**src/rtl/iter_counter.sv**
```systemverilog
// -----------------------------------------------------------------------------
// iter_counter
//
// Loadable iteration counter for the multiply/divide sequencing path. The
// control FSM loads it when an operation starts and steps it once per
// iteration. It counts down toward zero or up toward a captured terminal
// value. It can reload itself on terminal (AUTO_RELOAD=1) or stop in DONE
// (AUTO_RELOAD=0).
//
// Parameters
//   WIDTH       counter width in bits; arithmetic is modulo 2^WIDTH
//   AUTO_RELOAD 1 = reload the captured start value on terminal and keep
//               running, 0 = stop in DONE on terminal
//
// Ports
//   clk       in   rising-edge clock
//   reset     in   synchronous, active-high reset
//   load      in   capture load_val/dir/term_val and start a run
//   load_val  in   start count
//   dir       in   0 = count down toward 0, 1 = count up toward term_val
//   term_val  in   terminal count for up mode
//   en        in   step enable, one step per cycle while running
//   ct        out  current count (registered)
//   busy      out  high while running (registered)
//   tc        out  one-cycle pulse on each terminal step (registered)
//   c_end     out  sticky done, set on first terminal step, cleared by load
// -----------------------------------------------------------------------------
module iter_counter #(
  parameter int unsigned WIDTH       = 5,
  parameter bit          AUTO_RELOAD = 1'b0
) (
  input  logic             clk,
  input  logic             reset,
  input  logic             load,
  input  logic [WIDTH-1:0] load_val,
  input  logic             dir,
  input  logic [WIDTH-1:0] term_val,
  input  logic             en,
  output logic [WIDTH-1:0] ct,
  output logic             busy,
  output logic             tc,
  output logic             c_end
);

  localparam logic [WIDTH-1:0] ONE = WIDTH'(1);

  typedef enum logic [1:0] {
    ST_IDLE = 2'd0,
    ST_RUN  = 2'd1,
    ST_DONE = 2'd2
  } state_t;

  state_t           state_reg, state_next;
  logic [WIDTH-1:0] ct_reg, ct_next;
  // Shadow copies of the load-time operands. Changes on dir or term_val
  // during a run have no effect until the next load.
  logic [WIDTH-1:0] start_reg, start_next;
  logic [WIDTH-1:0] term_reg, term_next;
  logic             dir_reg, dir_next;
  logic             tc_reg, tc_next;
  logic             c_end_reg, c_end_next;
  logic             busy_reg, busy_next;

  // Per-bit terminal comparison. Up mode matches the captured terminal.
  // Down mode matches all-zero.
  logic [WIDTH-1:0] up_match;
  logic [WIDTH-1:0] zero_match;
  logic             term_hit;

  genvar gi;
  generate
    for (gi = 0; gi < WIDTH; gi++) begin : g_cmp
      assign up_match[gi]   = ~(ct_reg[gi] ^ term_reg[gi]);
      assign zero_match[gi] = ~ct_reg[gi];
    end
  endgenerate

  assign term_hit = dir_reg ? (&up_match) : (&zero_match);

  // ---------------------------------------------------------------------------
  // Next-state / next-output logic
  // ---------------------------------------------------------------------------
  always_comb begin
    state_next = state_reg;
    ct_next    = ct_reg;
    start_next = start_reg;
    term_next  = term_reg;
    dir_next   = dir_reg;
    c_end_next = c_end_reg;
    tc_next    = 1'b0;    // tc is a pulse and drops unless a terminal step fires

    if (load) begin
      // Load overrides any step in the same cycle, including a terminal one.
      ct_next    = load_val;
      start_next = load_val;
      term_next  = term_val;
      dir_next   = dir;
      c_end_next = 1'b0;
      state_next = ST_RUN;
    end else begin
      case (state_reg)
        ST_RUN: begin
          if (en) begin
            if (term_hit) begin
              tc_next    = 1'b1;
              c_end_next = 1'b1;
              if (AUTO_RELOAD) begin
                // The reload itself is the terminal step, so the run
                // continues without a bubble.
                ct_next = start_reg;
              end else begin
                state_next = ST_DONE;    // ct holds at the terminal value
              end
            end else if (dir_reg) begin
              ct_next = ct_reg + ONE;    // wraps from all-ones to zero
            end else begin
              ct_next = ct_reg - ONE;
            end
          end
        end
        ST_IDLE, ST_DONE: begin
          // en is ignored outside RUN; everything holds.
        end
        default: begin
          state_next = ST_IDLE;
        end
      endcase
    end

    busy_next = (state_next == ST_RUN);
  end

  // ---------------------------------------------------------------------------
  // State and output registers
  // ---------------------------------------------------------------------------
  always_ff @(posedge clk) begin
    if (reset) begin
      state_reg <= ST_IDLE;
      ct_reg    <= '0;
      start_reg <= '0;
      term_reg  <= '0;
      dir_reg   <= 1'b0;
      tc_reg    <= 1'b0;
      c_end_reg <= 1'b0;
      busy_reg  <= 1'b0;
    end else begin
      state_reg <= state_next;
      ct_reg    <= ct_next;
      start_reg <= start_next;
      term_reg  <= term_next;
      dir_reg   <= dir_next;
      tc_reg    <= tc_next;
      c_end_reg <= c_end_next;
      busy_reg  <= busy_next;
    end
  end

  assign ct    = ct_reg;
  assign busy  = busy_reg;
  assign tc    = tc_reg;
  assign c_end = c_end_reg;

endmodule

```
**config.mk**
```make
export PLATFORM = sky130hd
export DESIGN_NAME = iter_counter
export DESIGN_NICKNAME = d
export VERILOG_FILES = /design/src/rtl/iter_counter.sv
export SDC_FILE = /design/constraint.sdc
export NUM_CORES = 1
export LEC_CHECK = 0
export CORE_UTILIZATION = 50
export CTS_CLUSTER_SIZE = 24
export DETAILED_ROUTE_END_ITERATION = 10
export DONT_BUFFER_PORTS = 1
export GPL_ROUTABILITY_DRIVEN = 0
export PLACE_DENSITY = 0.75
export SETUP_SLACK_MARGIN = 0.15
export SKIP_CTS_REPAIR_TIMING = 1
export SYNTH_ARGS = -nofsm -noshare
export SYNTH_HDL_FRONTEND = slang
export SYNTH_SLANG_ARGS = --single-unit
```
**constraint.sdc**
```tcl
create_clock -name clk -period 3.05 [get_ports clk]
set_clock_uncertainty 0.2 [all_clocks]
set_input_delay 0.4575 -clock clk [delete_from_list [all_inputs] [get_ports clk]]
set_output_delay 0.4575 -clock clk [all_outputs]
set_load 0.05 [all_outputs]
```
Word level (Yosys, flattened, before mapping):

Index checks and enable logic that the tools add are counted.

* bitwise operators: 17
* shift operators: 0
* muxes and demuxes: 11
* reduce and logical (&&, ||, !) cells: 10
* order comparisons: 0
* multipliers: 0
* equality and inequality tests: 4
* add/sub/neg operators: 2
* div/mod/pow operators: 0

Operators with widths (count)
* 5-bit two-way mux: 5
* 1-bit NOT: 12
* 5-bit AND reduction: 2
* 2-bit two-way mux: 3
* 3-bit AND reduction: 2
* 5-bit by 1-bit adder with 5-bit output (second input constant): 1
* 5-bit by 1-bit subtractor with 5-bit output (second input constant): 1
* 1-bit bitwise XOR: 5
* 2-bit by 1-bit == test with 1-bit output (second input constant): 2
* 2-bit case mux with 2 select lines: 1
* 2-bit nonzero test: 2
* 2-bit OR reduction: 2
* 4-bit OR reduction: 1
* 2-bit == test (second input constant): 1
* 2-bit logical NOT: 1
* 1-bit two-way mux: 2
* 2-bit inequality test (second input constant): 1

* flip-flop bits (word level): 16
* bits in latches: 0
* RAM bits: 0
* bits in read-only memories: 0
* word-level logic and storage cells: 51
* memories: 0

Longest topological paths before layout:

Gate-level depths: netlist (run 1).

* depth in word-level cells: 9
* gate-level depth with buffers: 7
* depth with buffers taken out: 7

Least setup slack after synthesis (run 1):

No wires, ideal clock.

* path type: reg-to-reg
* start: register ct_reg[2], in the netlist ct[2]
* end: register ct_reg[4], in the netlist ct[4]
* data required time: 2.728 ns
* arrival time: 1.876 ns
* path slack: 0.852 ns
* buffers on the path: 0
* cell stages (with the launch flop): 7
* cell sequence: dfxtp_1 ha_1 a21o_1 a21oi_1 xnor2_1 nor4b_1 a311o_1

* cells in the longest elaborated chain, start to end: 6
* elaborated cells between the ends (all ways): 15

Ends and longest elaborated chain
* start, declared: line 54 `logic [WIDTH-1:0] ct_reg, ct_next;`
* start signal, assigned: line 148 `ct_reg <= ct_next;`
* 5-bit by 1-bit subtractor with 5-bit output (tied with other cells): line 117 `ct_next = ct_reg - ONE;`
* 5-bit two-way mux or 1-bit NOT (tied branches): line 114, 73
* 5-bit two-way mux or 5-bit AND reduction (tied branches): line 104, 78
* 5-bit two-way mux or 1-bit two-way mux (tied branches): line 103, 78
* 5-bit two-way mux or 2-bit inequality test (tied branches)
* 5-bit two-way mux or 3-bit AND reduction (tied branches)

Parallel ways exist; a longest one is shown, timed or not. The select of a mux whose other input is x is not followed.
A chain may end at the register's enable or synchronous reset.

Worst setup path in the final report (run 1):

* start: register ct_reg[4], in the netlist ct[4]
* end: register ct_reg[4], in the netlist ct[4]

Same word-level chain as after synthesis.

==> results of run 1 <==
[layout make-up]
cell class,instances,area (µm²),share of cell area [%]
clock buffers,4,36.3,4.13
inverters,3,11.3,1.28
multi-input cells,63,477,54.2
flip-flops and latches,16,320,36.4
well taps,16,20.0,2.28
repair buffers,2,15.0,1.71
[worst max-delay path, cell delays in order, from the launching register on]
cell	delay (ps)
sky130_fd_sc_hd__dfxtp_1	750
sky130_fd_sc_hd__xor2_1	160
sky130_fd_sc_hd__nor4_2	480
sky130_fd_sc_hd__a21o_1	240
sky130_fd_sc_hd__nor4b_1	70
sky130_fd_sc_hd__a311o_1	320
[power breakdown]
part           internal, mW  switching (mW)  leakage [nW]  total, mW
Clock                0.0727          0.0678        0.0210      0.140
Sequential            0.222          0.0320         0.132      0.254
Combinational        0.0432          0.0494         0.237     0.0926
[synth_stat cells (all sizes together)]
master / n / area share (%)
nand2: 1 / 0.46
ha: 3 / 4.6
a311o: 1 / 1.2
a21oi: 6 / 3.7
nor2b: 2 / 1.5
nor4: 2 / 2.3
nor3b: 1 / 0.92
o21bai: 1 / 0.92
a21o: 3 / 2.8
xnor2: 3 / 3.2
nor2: 11 / 5.1
a221oi: 1 / 1.1
buf: 1 / 0.61
nand3b: 1 / 0.92
fa: 1 / 2.5
a211oi: 2 / 3.1
inv: 3 / 1.4
o21a: 2 / 1.8
o21ai: 1 / 0.61
nor4b: 1 / 1.1
dfxtp: 16 / 39
nand3: 3 / 1.8
or4: 1 / 0.92
mux2i: 7 / 8.6
nor3: 2 / 1.8
xor2: 7 / 7.5
clkbuf: 1 / 0.46
[metal layers]
layer  global-route usage [%]  wire length [µm]
met1                     22.7               675
met5                        0                 0
met2                     29.8               787
met4                     6.88                10
met3                     4.74                95
[stage by stage]
step                      area (µm²)  util (%)  worst slack, ps
after floorplan                  817         -              852
after global placement           843      55.3              822
after detailed placement         843      55.3              762
after CTS                        880      57.7              743
after global routing             880      57.7              601
final                            880      57.7              721
[worst min-delay path by stage]
stage	from	end	slack [ps]	cells past startpoint
after floorplan	term_reg[0]$_SDFFE_PP0P_	term_reg[0]$_SDFFE_PP0P_	280	2
final	reset	ct[0]$_SDFFE_PP0P_	30	1
after global placement	term_reg[2]$_SDFFE_PP0P_	term_reg[2]$_SDFFE_PP0P_	290	2
after global routing	reset	ct[0]$_SDFFE_PP0P_	5	1
after CTS	reset	ct[0]$_SDFFE_PP0P_	10	1
after detailed placement	term_reg[2]$_SDFFE_PP0P_	term_reg[2]$_SDFFE_PP0P_	300	2
[logic make-up (layout without fill, tap and decap cells)]
family | count (synthesis) | in the layout
compound gates | 17 | 17
xor+xnor | 10 | 10
fa+ha+maj | 4 | 4
buf+inv | 5 | 9
flops | 16 | 16
mux | 7 | 7
simple gates | 25 | 25
==> impl_metrics.prom, run 1 <==
# TYPE chip_impl_metric gauge
chip_impl_info{name="status",value="finished clean"} 1
chip_impl_info{name="critical_path.reg2reg.endpoint",value="ct[4]$_SDFFE_PP0P_"} 1
chip_impl_metric{name="number_of_antenna_cells_inserted",unit=""} 0
chip_impl_info{name="setup.worst_path.end",value="ct[4]$_SDFFE_PP0P_"} 1
chip_impl_metric{name="synth_adder_area_share",unit="%"} 7.04
chip_impl_metric{name="via_count_of_the_first_global_routing_pass",unit=""} 564
chip_impl_metric{name="dr.first_iter.drc_count",unit=""} 9
chip_impl_info{name="cts_tree",value="done"} 1
chip_impl_metric{name="synthXorXnorAreaFrac",unit="%"} 10.7
chip_impl_metric{name="clock-sinks",unit=""} 16
chip_impl_metric{name="worst_ep_arrival_time",unit="ps"} 2310
chip_impl_metric{name="synth.yosys.seq_area_share",unit="%"} 39.2
chip_impl_metric{name="h_tree_lvls",unit=""} 1
chip_impl_info{name="worstSetupStartpoint",value="ct[4]$_SDFFE_PP0P_"} 1
chip_impl_metric{name="worst-r2r-setup-slack",unit="ps"} 720
chip_impl_metric{name="starting_utilization_of_the_core_area",unit="%"} 53.6
chip_impl_metric{name="power_leakage",unit="nW"} 0.390
chip_impl_metric{name="final-max-slew-violation-count",unit=""} 0
chip_impl_info{name="worstHoldPathType",value="in2reg"} 1
chip_impl_metric{name="layout-area-overhead-vs-synth",unit="%"} 7.66
chip_impl_metric{name="floorplan.io_pins",unit=""} 23
chip_impl_info{name="rsz0062_at_grt",value="no"} 1
chip_impl_metric{name="routedWlPerCell",unit="µm"} 15.1
chip_impl_metric{name="final-setup-viol-count",unit=""} 0
chip_impl_metric{name="max_slew_margin",unit="%"} 50.7
chip_impl_metric{name="drv.max_cap_violation_count",unit=""} 0
chip_impl_metric{name="grt_use_total",unit="%"} 18.2
chip_impl_metric{name="post_synth_num_cell_types",unit=""} 29
chip_impl_info{name="start_kind",value="flip-flop"} 1
chip_impl_info{name="layout_common_cells",value="sky130_fd_sc_hd__dfxtp_1 (16), sky130_fd_sc_hd__nor2_1 (11), sky130_fd_sc_hd__mux2i_1 (7), sky130_fd_sc_hd__xor2_1 (7), sky130_fd_sc_hd__a21oi_1 (6)"} 1
chip_impl_metric{name="reg2regPathDepth",unit=""} 5
chip_impl_metric{name="routed_via_density",unit=""} 6.01
chip_impl_metric{name="setup_total_negative_slack",unit="ps"} 0
chip_impl_metric{name="layoutNonFillerInstCount",unit=""} 104
chip_impl_metric{name="floorplan.die.height",unit="µm"} 42.4
chip_impl_metric{name="totalWireLength",unit="µm"} 1570
chip_impl_metric{name="port_buffers",unit=""} 0
chip_impl_metric{name="route.antenna.remaining_nets",unit=""} 0
chip_impl_metric{name="synth_compound_area_share",unit="%"} 15.2
chip_impl_info{name="cts.root.buffer_cell",value="sky130_fd_sc_hd__clkbuf_4"} 1
chip_impl_metric{name="post_detailed_route_drc_marker_count",unit=""} 0
chip_impl_info{name="main_combinational_cell_family_by_area_after_synthesis",value="simple AND/OR/NAND/NOR gates"} 1
chip_impl_metric{name="largest_net_degree_at_the_start_of_global_routing",unit=""} 16
chip_impl_metric{name="totalPowerFinal",unit="µW"} 487
chip_impl_metric{name="dp_hpwl",unit="µm"} 1220
chip_impl_metric{name="tightestPinTransition",unit="ps"} 738
chip_impl_metric{name="first_pass_grt_wire_length",unit="µm"} 2490
chip_impl_metric{name="syn-mean-instance-area",unit="µm²"} 9.73
chip_impl_metric{name="placeableCoreArea",unit="µm²"} 1520
chip_impl_metric{name="fraction_of_final_layout_cells_with_drive_strength_greater_than_1",unit="%"} 11.4
chip_impl_metric{name="detail_route.first_pass.iterations",unit=""} 4
chip_impl_metric{name="power-per-cell-area",unit="nW/µm²"} 553
chip_impl_info{name="crit-reg2reg-launch",value="ct[4]$_SDFFE_PP0P_"} 1
chip_impl_metric{name="overflow",unit=""} 0
chip_impl_metric{name="fp.dieArea",unit="µm²"} 1800
chip_impl_metric{name="clk_pin_slew",unit="ps"} 90
chip_impl_metric{name="crit_fanout",unit=""} 5
chip_impl_metric{name="syn_inst",unit=""} 84
chip_impl_metric{name="final-hold-violation-count",unit=""} 0
chip_impl_metric{name="max_freq",unit="MHz"} 429
chip_impl_metric{name="placedCellCount",unit=""} 100
chip_impl_metric{name="antenna_found_initial",unit=""} 0
chip_impl_metric{name="hold-worst-slack",unit="ps"} 25.9
chip_impl_metric{name="clock_latency",unit="ps"} 280
chip_impl_metric{name="peak_supply_drop",unit="mV"} 0.284
chip_impl_metric{name="worst_ep_required_time",unit="ps"} 3030
chip_impl_metric{name="timing.final.crit_share",unit="%"} 76.4
chip_impl_metric{name="cts_buffer_depth",unit=""} 2
chip_impl_metric{name="nets",unit=""} 108
chip_impl_info{name="cp-end-kind",value="flip-flop"} 1
chip_impl_info{name="crit_type",value="reg2reg"} 1
chip_impl_metric{name="number_of_synthesized_register_bits",unit=""} 16
chip_impl_metric{name="synth_simple_gate_area_share",unit="%"} 16.8
chip_impl_metric{name="num-fill-cells",unit=""} 145
chip_impl_info{name="commonest_non_fill_non_tap_cell_in_the_layout",value="sky130_fd_sc_hd__dfxtp_1"} 1
chip_impl_metric{name="floorplan.rows",unit=""} 14
chip_impl_metric{name="ys.warnings.count",unit=""} 0
chip_impl_metric{name="syn-num-nets",unit=""} 103
chip_impl_metric{name="cts_inserted_buffers",unit=""} 3
chip_impl_metric{name="synth.cell_area",unit="µm²"} 817
chip_impl_metric{name="die-width",unit="µm"} 42.4
chip_impl_metric{name="synth.mux.area_fraction",unit="%"} 8.58
chip_impl_metric{name="layout_min_cycle_time",unit="ps"} 2330
chip_impl_metric{name="detailroute.via_count",unit=""} 625
Note: power is estimated with default switching activity, not from simulation.
==> inputs of run 2 (changes only) <==
--- a/config.mk
+++ b/config.mk
@@ -5,6 +5,7 @@
 export SDC_FILE = /design/constraint.sdc
 export NUM_CORES = 1
 export LEC_CHECK = 0
+export ABC_AREA = 1
 export CORE_UTILIZATION = 50
 export CTS_CLUSTER_SIZE = 24
 export DETAILED_ROUTE_END_ITERATION = 10
==> constraint.sdc (replaced) <==
create_clock -name clk -period 2.2 [get_ports clk]
set_clock_uncertainty 0.2 [all_clocks]
set_input_delay 0.33 -clock clk [delete_from_list [all_inputs] [get_ports clk]]
set_output_delay 0.33 -clock clk [all_outputs]
set_load 0.05 [all_outputs]
==> run 2 against run 1 <==
- routed wire length is 23% higher
- first-iteration DRC count is 130% higher
- register-to-register slack worse by 360 ps
- sequential power is 33% higher
- synthesized cell count is 55% higher
- global-route usage is 2.3 points higher
- clock power is 38% higher
- largest cell class unchanged
==> impl_metrics.prom, run 2 <==
# TYPE chip_impl_metric gauge
chip_impl_info{name="status",value="finished clean"} 1
chip_impl_metric{name="syn-mean-instance-area",unit="µm²"} 7.09
chip_impl_metric{name="starting_utilization_of_the_core_area",unit="%"} 53.4
chip_impl_metric{name="first_pass_grt_wire_length",unit="µm"} 2900
chip_impl_metric{name="floorplan.io_pins",unit=""} 23
chip_impl_info{name="synth-main-ff-cell",value="sky130_fd_sc_hd__dfxtp_1"} 1
chip_impl_info{name="cp-end-kind",value="flip-flop"} 1
chip_impl_metric{name="worst_ep_arrival_time",unit="ps"} 1810
chip_impl_metric{name="totalPowerFinal",unit="µW"} 739
chip_impl_info{name="yosys-top-cells-count",value="sky130_fd_sc_hd__nand2_1 (37), sky130_fd_sc_hd__a21oi_1 (16), sky130_fd_sc_hd__dfxtp_1 (16), sky130_fd_sc_hd__inv_1 (12), sky130_fd_sc_hd__nor2_1 (10)"} 1
chip_impl_metric{name="h_tree_lvls",unit=""} 1
chip_impl_metric{name="number_of_synthesized_register_bits",unit=""} 16
chip_impl_metric{name="fraction_of_final_layout_cells_with_drive_strength_greater_than_1",unit="%"} 15.0
chip_impl_metric{name="cts_buffer_depth",unit=""} 2
chip_impl_info{name="rsz0062_at_grt",value="no"} 1
chip_impl_metric{name="floorplan.rows",unit=""} 15
chip_impl_metric{name="route.antenna.remaining_nets",unit=""} 0
chip_impl_metric{name="synth.yosys.seq_area_share",unit="%"} 34.7
chip_impl_metric{name="cts_inserted_buffers",unit=""} 3
chip_impl_info{name="crit_chain",value="inv_1 -> fa_1 -> nand2_1 -> nand2_1 -> nand2_1 -> nand3_1 -> nand2_1 -> o21ai_1 -> nand2_1 -> a21oi_1"} 1
chip_impl_metric{name="placeableCoreArea",unit="µm²"} 1730
chip_impl_info{name="layout_common_cells",value="sky130_fd_sc_hd__nand2_1 (37), sky130_fd_sc_hd__a21oi_1 (16), sky130_fd_sc_hd__dfxtp_1 (16)"} 1
chip_impl_metric{name="clock_latency",unit="ps"} 280
chip_impl_metric{name="routedWlPerCell",unit="µm"} 11.7
chip_impl_metric{name="tightestPinTransition",unit="ps"} 506
chip_impl_metric{name="syn_inst",unit=""} 130
chip_impl_info{name="crit_type",value="reg2reg"} 1
chip_impl_metric{name="max_slew_margin",unit="%"} 66.2
chip_impl_metric{name="final-max-slew-violation-count",unit=""} 0
chip_impl_metric{name="layout_min_cycle_time",unit="ps"} 1840
chip_impl_metric{name="final-hold-violation-count",unit=""} 0
chip_impl_metric{name="ys.warnings.count",unit=""} 0
chip_impl_metric{name="post_synth_num_cell_types",unit=""} 24
chip_impl_metric{name="dr.first_iter.drc_count",unit=""} 21
chip_impl_info{name="cts.root.buffer_cell",value="sky130_fd_sc_hd__clkbuf_4"} 1
chip_impl_metric{name="via_count_of_the_first_global_routing_pass",unit=""} 694
chip_impl_metric{name="dp_hpwl",unit="µm"} 1460
chip_impl_metric{name="critical_path_buf_inv_count",unit=""} 1
chip_impl_metric{name="synth.cell_area",unit="µm²"} 922
chip_impl_metric{name="post_dp_cell_area",unit="µm²"} 956
chip_impl_metric{name="final-setup-viol-count",unit=""} 0
chip_impl_metric{name="detailroute.via_count",unit=""} 866
chip_impl_metric{name="largest_net_degree_at_the_start_of_global_routing",unit=""} 14
chip_impl_metric{name="crit_fanout",unit=""} 5
chip_impl_info{name="synth.top_cells.by_area",value="sky130_fd_sc_hd__dfxtp_1 (35%), sky130_fd_sc_hd__nand2_1 (15%), sky130_fd_sc_hd__a21oi_1 (8.7%)"} 1
chip_impl_metric{name="power-per-cell-area",unit="nW/µm²"} 716
chip_impl_metric{name="floorplan.die.height",unit="µm"} 44.9
chip_impl_metric{name="timing.final.crit_share",unit="%"} 83.6
chip_impl_metric{name="setup_total_negative_slack",unit="ps"} 0
chip_impl_info{name="worst_path_max_delay_cell",value="sky130_fd_sc_hd__dfxtp_1"} 1
chip_impl_metric{name="fp.dieArea",unit="µm²"} 2020
chip_impl_info{name="worstHoldPathType",value="in2reg"} 1
chip_impl_metric{name="peak_supply_drop",unit="mV"} 0.377
chip_impl_metric{name="clock-sinks",unit=""} 16
chip_impl_metric{name="synth_enable_flop_cells",unit=""} 0
chip_impl_metric{name="layout-area-overhead-vs-synth",unit="%"} 11.9
chip_impl_metric{name="cp_slowest_stage_delay",unit="ps"} 410
chip_impl_info{name="yosys.area.top_type",value="sky130_fd_sc_hd__dfxtp_1"} 1
chip_impl_metric{name="grt_use_total",unit="%"} 20.4
chip_impl_metric{name="synth_top_area_share",unit="%"} 34.7
chip_impl_metric{name="die-width",unit="µm"} 44.9
chip_impl_metric{name="max_freq",unit="MHz"} 543
chip_impl_info{name="commonest_non_fill_non_tap_cell_in_the_layout",value="sky130_fd_sc_hd__nand2_1"} 1
chip_impl_metric{name="routed_via_density",unit=""} 5.25
chip_impl_metric{name="totalWireLength",unit="µm"} 1930
chip_impl_metric{name="finalInstanceArea",unit="µm²"} 1030
chip_impl_metric{name="port_buffers",unit=""} 0
chip_impl_info{name="critical_path.top_delay_family",value="simple AND/OR/NAND/NOR gates"} 1
chip_impl_metric{name="worst_ep_required_time",unit="ps"} 2170
chip_impl_metric{name="drv.max_cap_violation_count",unit=""} 0
chip_impl_metric{name="nets",unit=""} 160
chip_impl_info{name="cts_tree",value="done"} 1
chip_impl_metric{name="antenna_found_initial",unit=""} 0
chip_impl_metric{name="syn-num-nets",unit=""} 149
chip_impl_metric{name="hold-worst-slack",unit="ps"} 36.2
chip_impl_metric{name="post_detailed_route_drc_marker_count",unit=""} 0
chip_impl_metric{name="detail_route.first_pass.iterations",unit=""} 4
chip_impl_info{name="crit_path_top_cell_by_count",value="sky130_fd_sc_hd__nand2_1"} 1
chip_impl_metric{name="power_leakage",unit="nW"} 0.468
chip_impl_metric{name="overflow",unit=""} 0
chip_impl_metric{name="clk_pin_slew",unit="ps"} 100
chip_impl_metric{name="num-fill-cells",unit=""} 174
chip_impl_metric{name="synthArstFlopShare",unit="%"} 0
chip_impl_info{name="yosys.cell_count.top_type",value="sky130_fd_sc_hd__nand2_1"} 1
chip_impl_metric{name="number_of_antenna_cells_inserted",unit=""} 0
chip_impl_info{name="start_kind",value="flip-flop"} 1
[run 2: changes by cell type after synthesis, moves of 5 or more]
cell,previous run,this run
sky130_fd_sc_hd__a21oi_1,6,16
sky130_fd_sc_hd__xor2_1,7,1
sky130_fd_sc_hd__o21ai_0,1,7
sky130_fd_sc_hd__mux2i_1,7,1
sky130_fd_sc_hd__nand3_1,3,8
sky130_fd_sc_hd__nand2_1,1,37
sky130_fd_sc_hd__inv_1,3,12
[run 2: final timing paths]
| path | start | endpoint | slack (ps) | cells past startpoint |
|---|---|---|---|---|
| worst max-delay path | dir_reg$_SDFFE_PP0P_ | ct[4]$_SDFFE_PP0P_ | 360 | 10 |
| worst min-delay path | term_val[1] | term_reg[1]$_SDFFE_PP0P_ | 40 | 2 |
| worst max register to register | dir_reg$_SDFFE_PP0P_ | ct[4]$_SDFFE_PP0P_ | 360 | 10 |
| worst min register to register | term_reg[0]$_SDFFE_PP0P_ | term_reg[0]$_SDFFE_PP0P_ | 270 | 2 |
[run 2: metal layers]
layer | vias to the layer above | track usage, % | part of all wire [%]
met5 | - | 0 | 0
met1 | 399 | 24.8 | 43
li1 | 437 | - | -
met3 | 6 | 6.40 | 5.3
met2 | 24 | 31.9 | 50
met4 | 0 | 11.5 | 2.0
[run 2: cell families after synthesis]
group	Yosys count	synth area share (%)
AO/OA/AOI/OAI	24	13.0
XOR/XNOR	1	0.950
adder cells (fa/ha/maj)	4	6.24
buffers and inverters	19	10.7
flip-flops	16	34.7
multiplexers	1	1.09
AND/OR/NAND/NOR	65	33.2
[run 2: area by class of cell]
class / count / area, µm² / share of cell area [%]
repair buffers: 10 / 85.1 / 8.24
flip-flops and latches: 16 / 320 / 31.0
well taps: 25 / 31.3 / 3.03
clock buffers: 4 / 36.3 / 3.52
inverters: 15 / 56.3 / 5.45
multi-input cells: 95 / 503 / 48.7
[run 2: through the flow]
| stage | util (%) | worst slack (ps) | instances |
|---|---|---|---|
| 4_1_cts | 57.5 | 387 | 161 |
| 3_5_place_dp | 55.4 | 410 | 157 |
| 5_1_grt | 59.8 | 203 | 165 |
| 2_1_floorplan | - | 365 | 130 |
| 6_report | 59.8 | 360 | 165 |
| 3_3_place_gp | 55.4 | 504 | 157 |
[run 2: report_power, final]
part / leakage, nW / internal (mW) / total (mW) / switching, mW
logic: 0.315 / 0.0747 / 0.208 / 0.133
registers: 0.132 / 0.310 / 0.338 / 0.0279
clock network: 0.0210 / 0.101 / 0.193 / 0.0920
